<file path="src/rtl/usb_dfu_pkg.sv">
// Shared DFU definitions: bStatus codes, sequencer state encoding, flash region bounds
// and the block-to-page range check.
package usb_dfu_pkg;

   localparam logic [3:0] STATUS_OK          = 4'h0;
   localparam logic [3:0] STATUS_ERR_ADDRESS = 4'h8;
   localparam logic [3:0] STATUS_ERR_UNKNOWN = 4'hE;

   localparam int          DEFAULT_PAGE_SIZE  = 256;
   localparam logic [15:0] DEFAULT_BASE_PAGE  = 16'h0280;
   localparam logic [15:0] DEFAULT_PAGE_LIMIT = 16'h0800;

   typedef enum logic [2:0] {
      IDLE,
      DN_DATA,
      DN_WAIT,
      UP_DATA,
      ERROR
   } seq_state_t;

   // The sum is carried in 17 bits so a huge block number cannot wrap back into range.
   function automatic logic page_in_range(input logic [15:0] base_page,
                                          input logic [15:0] blk,
                                          input logic [15:0] page_limit);
      logic [16:0] page;
      page = {1'b0, base_page} + {1'b0, blk};
      return page < {1'b0, page_limit};
   endfunction

endpackage

</file>
<file path="src/rtl/usb_dfu_flash_sequencer.sv">
// Maps DFU DNLOAD/UPLOAD blocks onto SPI flash bridge page transfers, one block per page.
// Byte handshakes are combinational passthroughs; in_put is one register behind rd_data_put.
module usb_dfu_flash_sequencer
   import usb_dfu_pkg::*;
#(
   parameter int          PAGE_SIZE  = DEFAULT_PAGE_SIZE,
   parameter logic [15:0] BASE_PAGE  = DEFAULT_BASE_PAGE,
   parameter logic [15:0] PAGE_LIMIT = DEFAULT_PAGE_LIMIT
) (
   input  logic        clk,
   input  logic        reset,
   input  logic        dn_start,
   input  logic        up_start,
   input  logic [15:0] block_num,
   input  logic [15:0] req_len,
   input  logic        abort,
   input  logic [7:0]  out_data,
   input  logic        out_valid,
   output logic        out_ready,
   output logic [7:0]  in_data,
   output logic        in_put,
   input  logic        in_free,
   output logic [15:0] address,
   output logic        rd_request,
   output logic        rd_data_free,
   input  logic        rd_data_put,
   input  logic [7:0]  rd_data,
   output logic        wr_request,
   input  logic        wr_busy,
   output logic        wr_data_avail,
   input  logic        wr_data_get,
   output logic [7:0]  wr_data,
   output logic        busy,
   output logic [3:0]  status,
   output logic        done,
   output logic        manifest
);

   localparam logic [15:0] PAGE_LEN = 16'(PAGE_SIZE);

   seq_state_t  state;
   logic [15:0] len;
   logic [15:0] cnt;
   logic        seen_busy;
   logic        aborted;

   logic        room;
   logic        start_ok;
   logic [15:0] start_page;

   assign room       = cnt < len;
   assign start_ok   = page_in_range(BASE_PAGE, block_num, PAGE_LIMIT);
   assign start_page = BASE_PAGE + block_num;

   assign wr_data       = out_data;
   assign wr_data_avail = (state == DN_DATA) && out_valid && room;
   assign out_ready     = (state == DN_DATA) && wr_data_get && room;
   assign rd_data_free  = (state == UP_DATA) && in_free && room;

   always_ff @(posedge clk) begin
      if (!reset) begin
         state      <= IDLE;
         address    <= '0;
         len        <= '0;
         cnt        <= '0;
         seen_busy  <= 1'b0;
         aborted    <= 1'b0;
         rd_request <= 1'b0;
         wr_request <= 1'b0;
         busy       <= 1'b0;
         status     <= STATUS_OK;
         done       <= 1'b0;
         manifest   <= 1'b0;
         in_put     <= 1'b0;
         in_data    <= '0;
      end else begin
         done     <= 1'b0;
         manifest <= 1'b0;
         in_put   <= 1'b0;
         case (state)
            IDLE, ERROR: begin
               if (abort && state == ERROR) begin
                  status <= STATUS_OK;
                  state  <= IDLE;
               end else if (dn_start) begin
                  if (req_len == 16'd0) begin
                     manifest <= 1'b1;
                     status   <= STATUS_OK;
                     state    <= IDLE;
                  end else if (!start_ok) begin
                     status <= STATUS_ERR_ADDRESS;
                     state  <= ERROR;
                  end else if (req_len > PAGE_LEN) begin
                     status <= STATUS_ERR_UNKNOWN;
                     state  <= ERROR;
                  end else begin
                     address    <= start_page;
                     len        <= req_len;
                     cnt        <= '0;
                     seen_busy  <= 1'b0;
                     aborted    <= 1'b0;
                     status     <= STATUS_OK;
                     busy       <= 1'b1;
                     wr_request <= 1'b1;
                     state      <= DN_DATA;
                  end
               end else if (up_start) begin
                  if (!start_ok) begin
                     status <= STATUS_ERR_ADDRESS;
                     state  <= ERROR;
                  end else if (req_len == 16'd0) begin
                     done   <= 1'b1;
                     status <= STATUS_OK;
                     state  <= IDLE;
                  end else begin
                     address    <= start_page;
                     len        <= (req_len > PAGE_LEN) ? PAGE_LEN : req_len;
                     cnt        <= '0;
                     status     <= STATUS_OK;
                     rd_request <= 1'b1;
                     state      <= UP_DATA;
                  end
               end
            end
            DN_DATA: begin
               if (wr_busy) seen_busy <= 1'b1;
               if (out_ready) cnt <= cnt + 16'd1;
               // Abort only stops new bytes; whatever the bridge already holds still gets programmed.
               if (abort) begin
                  wr_request <= 1'b0;
                  aborted    <= 1'b1;
                  state      <= DN_WAIT;
               end else if (cnt == len) begin
                  wr_request <= 1'b0;
                  state      <= DN_WAIT;
               end
            end
            DN_WAIT: begin
               if (wr_busy) begin
                  seen_busy <= 1'b1;
               end else if (seen_busy) begin
                  busy  <= 1'b0;
                  done  <= !aborted;
                  state <= IDLE;
               end
            end
            UP_DATA: begin
               if (abort) begin
                  rd_request <= 1'b0;
                  state      <= IDLE;
               end else if (cnt == len) begin
                  rd_request <= 1'b0;
                  done       <= 1'b1;
                  state      <= IDLE;
               end else if (rd_data_put) begin
                  in_data <= rd_data;
                  in_put  <= 1'b1;
                  cnt     <= cnt + 16'd1;
               end
            end
            default: state <= IDLE;
         endcase
      end
   end

endmodule
</file>
<file path="config.mk">
export PLATFORM = sky130hd
export DESIGN_NAME = usb_dfu_flash_sequencer
export DESIGN_NICKNAME = d
export VERILOG_FILES = /design/src/rtl/usb_dfu_pkg.sv /design/src/rtl/usb_dfu_flash_sequencer.sv
export SDC_FILE = /design/constraint.sdc
export NUM_CORES = 1
export LEC_CHECK = 0
export ABC_AREA = 1
export ABC_CLOCK_PERIOD_IN_PS = 4300
export CORE_ASPECT_RATIO = 1.2
export CORE_UTILIZATION = 40
export CTS_CLUSTER_SIZE = 24
export DETAILED_ROUTE_END_ITERATION = 7
export PLACE_DENSITY = 0.69
export SYNTH_ARGS = -nofsm -noshare
export SYNTH_HDL_FRONTEND = slang
export SYNTH_SLANG_ARGS = --single-unit
</file>
<file path="constraint.sdc">
create_clock -name clk -period 4.3 [get_ports clk]
set_clock_uncertainty 0.15 [all_clocks]
set_input_delay 0.86 -clock clk [delete_from_list [all_inputs] [get_ports clk]]
set_output_delay 0.86 -clock clk [all_outputs]
set_load 0.05 [all_outputs]
</file>
==> impl_metrics.env <==
export IMPL_status="finished clean"
export IMPL_grt_usage=0.211
export IMPL_cp_cell_sequence="ha_1 -> nand2_1 -> inv_1 -> nand2_1 -> nand2_1 -> nand2_1 -> nand2_1 -> nand2_1 -> nand2_1 -> nor2_1 -> clkdlybuf4s50_1"
export IMPL_clock_sinks=69
export IMPL_dieArea_mm2=0.0106
export IMPL_r2r_cells=13
export IMPL_end_kind="output pin"
export IMPL_post_cts_buffers=0
export IMPL_leakage_nw=2.11
export IMPL_drt_wirelength_per_cell_um=12.6
export IMPL_power_density_mw_per_mm2=322
export IMPL_critPathCapture="wr_data_avail"
export IMPL_worstPathArrival_ns=2.58
export IMPL_max_freq_mhz=279
export IMPL_drv_cap=0
export IMPL_r2r_slack_ns=1.89
export IMPL_die_y_um=113
export IMPL_antenna_found_initial=0
export IMPL_synth_edf_count=0
export IMPL_insertion_delay_ns=0.34
export IMPL_cpPeakStageDelay_ns=0.81
export IMPL_whs_ns=0.291
export IMPL_path_depth=11
export IMPL_postRouteWirelength_mm=10.4
export IMPL_final_hold_viol_count=0
export IMPL_tritoncts="built"
export IMPL_wl_met2_mm=5.27
export IMPL_syn2layout_area_growth_pct=28.2
export IMPL_firstDrtPassIters=5
export IMPL_post_place_ws_ns=0.864
export IMPL_yosysTopAreaCellShare=0.339
export IMPL_hpwlAfterDp_mm=7.74
export IMPL_grt_start_max_net_pins=47
export IMPL_fin_area_mm2=0.00523
export IMPL_fin_crit_sh=0.834
export IMPL_async_flop_share=0
export IMPL_num_vias=4145
export IMPL_slew_limit_headroom=0.463
export IMPL_startpoint="cnt[3]$_SDFFE_PN0P_"
export IMPL_hp_class="reg2reg"
export IMPL_syn_inst=624
export IMPL_h_tree_depth=3
export IMPL_gp_congestion=0.917
export IMPL_diodes=0
export IMPL_viasPerCell=5.02
export IMPL_yosys_top_cells_area="dfxtp_1, nand2_1, nor2_1, inv_1, ha_1"
export IMPL_placedInstanceArea_mm2=0.00493
export IMPL_die_w_um=94.2
export IMPL_drt_iter0_drc=202
export IMPL_cts_root_buf="clkbuf_16"
export IMPL_cts_hold_fix_buffers=0
export IMPL_port_buffers=85
export IMPL_ir_worst_vdd_mv=0.192
export IMPL_synth_ff_type="dfxtp_1"
export IMPL_core_mm2=0.00996
export IMPL_cts_buffer_depth=2
export IMPL_finalCriticalPeriod_ns=3.59
export IMPL_critPathKind="reg2out"
export IMPL_path_buf_inv=2
export IMPL_top_layer="met4"
export IMPL_yosysSeqAreaShare=0.339
export IMPL_m1WireLength_mm=4.41
export IMPL_post_cts_resized=0
export IMPL_grt_pass1_vias=4013
export IMPL_grt_pass1_wl_mm=17.8
export IMPL_crit_required_ns=3.29
export IMPL_wl_met3_um=487
export IMPL_yosysTopAreaCell="dfxtp_1"
export IMPL_antenna_left=0
export IMPL_yosysUniqueCellTypes=38
export IMPL_numCtsBuffers=9
export IMPL_cp_start_kind="flop"
export IMPL_synth_seq_cells=69
export IMPL_rsz0062_at_grt="no"
export IMPL_fin_ws_ns=0.715
export IMPL_overflow=0
export IMPL_drc=0
export IMPL_cp_common_cell="nand2_1"
export IMPL_clk_pin_slew_ns=0.06
export IMPL_cp_max_fo=5
export IMPL_nNetsFinal=771
export IMPL_drive_gt1_frac=0.0586
export IMPL_slowest_stage="clkdlybuf4s50_1"
export IMPL_rows=40
export IMPL_start_util=0.410
export IMPL_synth_nets=700
export IMPL_maxSlewViolCount=0
export IMPL_p_total_mw=1.68
export IMPL_synth_cell_area_mm2=0.00408
export IMPL_r2r_end="cnt[12]$_SDFFE_PN0P_"
export IMPL_yosysWarnings=0
export IMPL_reg2reg_from="cnt[3]$_SDFFE_PN0P_"
export IMPL_finalSetupTns_ns=0
export IMPL_tightest_slew_ns=0.805
export IMPL_cpLargestDelayFamily="buffers and inverters"
export IMPL_io_pins=103
export IMPL_setup_viol=0
export IMPL_syn_area_per_cell_um2=6.54
## cell families (layout without fill, tap and decap cells)
| group | Yosys count | after routing | share of synthesized area |
|---|---|---|---|
| compound gates | 76 | 76 | 0.0975 |
| xor+xnor | 6 | 6 | 0.0129 |
| fa+ha+maj | 18 | 18 | 0.0552 |
| buf+inv | 103 | 179 | 0.114 |
| flops | 69 | 69 | 0.339 |
| other cells | 1 | 1 | 0.000919 |
| simple gates | 351 | 351 | 0.381 |
## cells in the mapped netlist, types with 5 or more instances
library cell	count
nand4_1	23
buf_4	11
o21ai_0	22
inv_1	71
a21oi_1	39
clkbuf_1	7
nor2_1	103
buf_2	5
ha_1	18
nand3_1	33
nand3b_1	5
nand2_1	152
nor3_1	13
o21ai_1	9
dfxtp_1	69
## report_power, final
group,internal [mW],switching (mW)
sequential,0.652,0.0145
combinational,0.102,0.168
clock,0.450,0.297
## cell usage in the layout (no fill, tap or decap), drive strengths merged, types with 2 or more instances in the layout
master and count:
ha 18, clkinvlp 3, nand3b 5, buf 2
nand3 35, clkinv 2, clkdlybuf4s50 85, xor2 4
nand4 23, inv 77, nor2 111, clkbuf 9
xnor2 2, nor3b 3, nor3 13, o21ai 32
a21oi 39, dfxtp 69, nand2 158, nor4 2
## final cells by class
cell class	instances	area (µm²)
repair buffers	87	866
well taps	126	158
inverters	76	293
flip-flops and latches	69	1380
fillers	944	4730
clock inverters	7	75.1
clock buffers	9	225
multi-input cells	452	2230
## state kept, by name, summed over array words and instances (netlist names)
| register | cells |
|---|---|
| status | 2 |
| manifest | 1 |
| wr_request | 1 |
| busy | 1 |
| in_put | 1 |
| rd_request | 1 |
| len | 16 |
| seen_busy | 1 |
| cnt | 16 |
| done | 1 |
| state | 3 |
| aborted | 1 |
| in_data | 8 |
| address | 16 |
## worst min-delay path by stage
stage,start,endpoint,slack [ns],depth (start not counted)
6_report,address[11]$_SDFFE_PN0P_,address[11]$_SDFFE_PN0P_,0.29,2
5_1_grt,address[11]$_SDFFE_PN0P_,address[11]$_SDFFE_PN0P_,0.32,2
4_1_cts,address[11]$_SDFFE_PN0P_,address[11]$_SDFFE_PN0P_,0.29,2
3_5_place_dp,address[11]$_SDFFE_PN0P_,address[11]$_SDFFE_PN0P_,0.28,2
3_3_place_gp,address[11]$_SDFFE_PN0P_,address[11]$_SDFFE_PN0P_,0.28,2
2_1_floorplan,len[10]$_SDFFE_PN0P_,len[10]$_SDFFE_PN0P_,0.28,2
## through the flow
| step | instances | utilization |
|---|---|---|
| after floorplan | 624 | - |
| after global placement | 810 | 0.495 |
| after detailed placement | 810 | 0.495 |
| after CTS | 826 | 0.525 |
| after global routing | 826 | 0.525 |
| final | 826 | 0.525 |
## layer usage
metal | vias up | GRT usage
li1 | 2138 | -
met1 | 1873 | 0.243
met2 | 113 | 0.368
met3 | 21 | 0.0488
met4 | 0 | 0.0923
met5 | - | 0
## worst min-delay path, delay by kind of cell (launching register included)
| family | cells | cell delay [ns] |
|---|---|---|
| flops | 1 | 0.30 |
| simple gates | 2 | 0.10 |
Power figures use the tool's default switching activity.
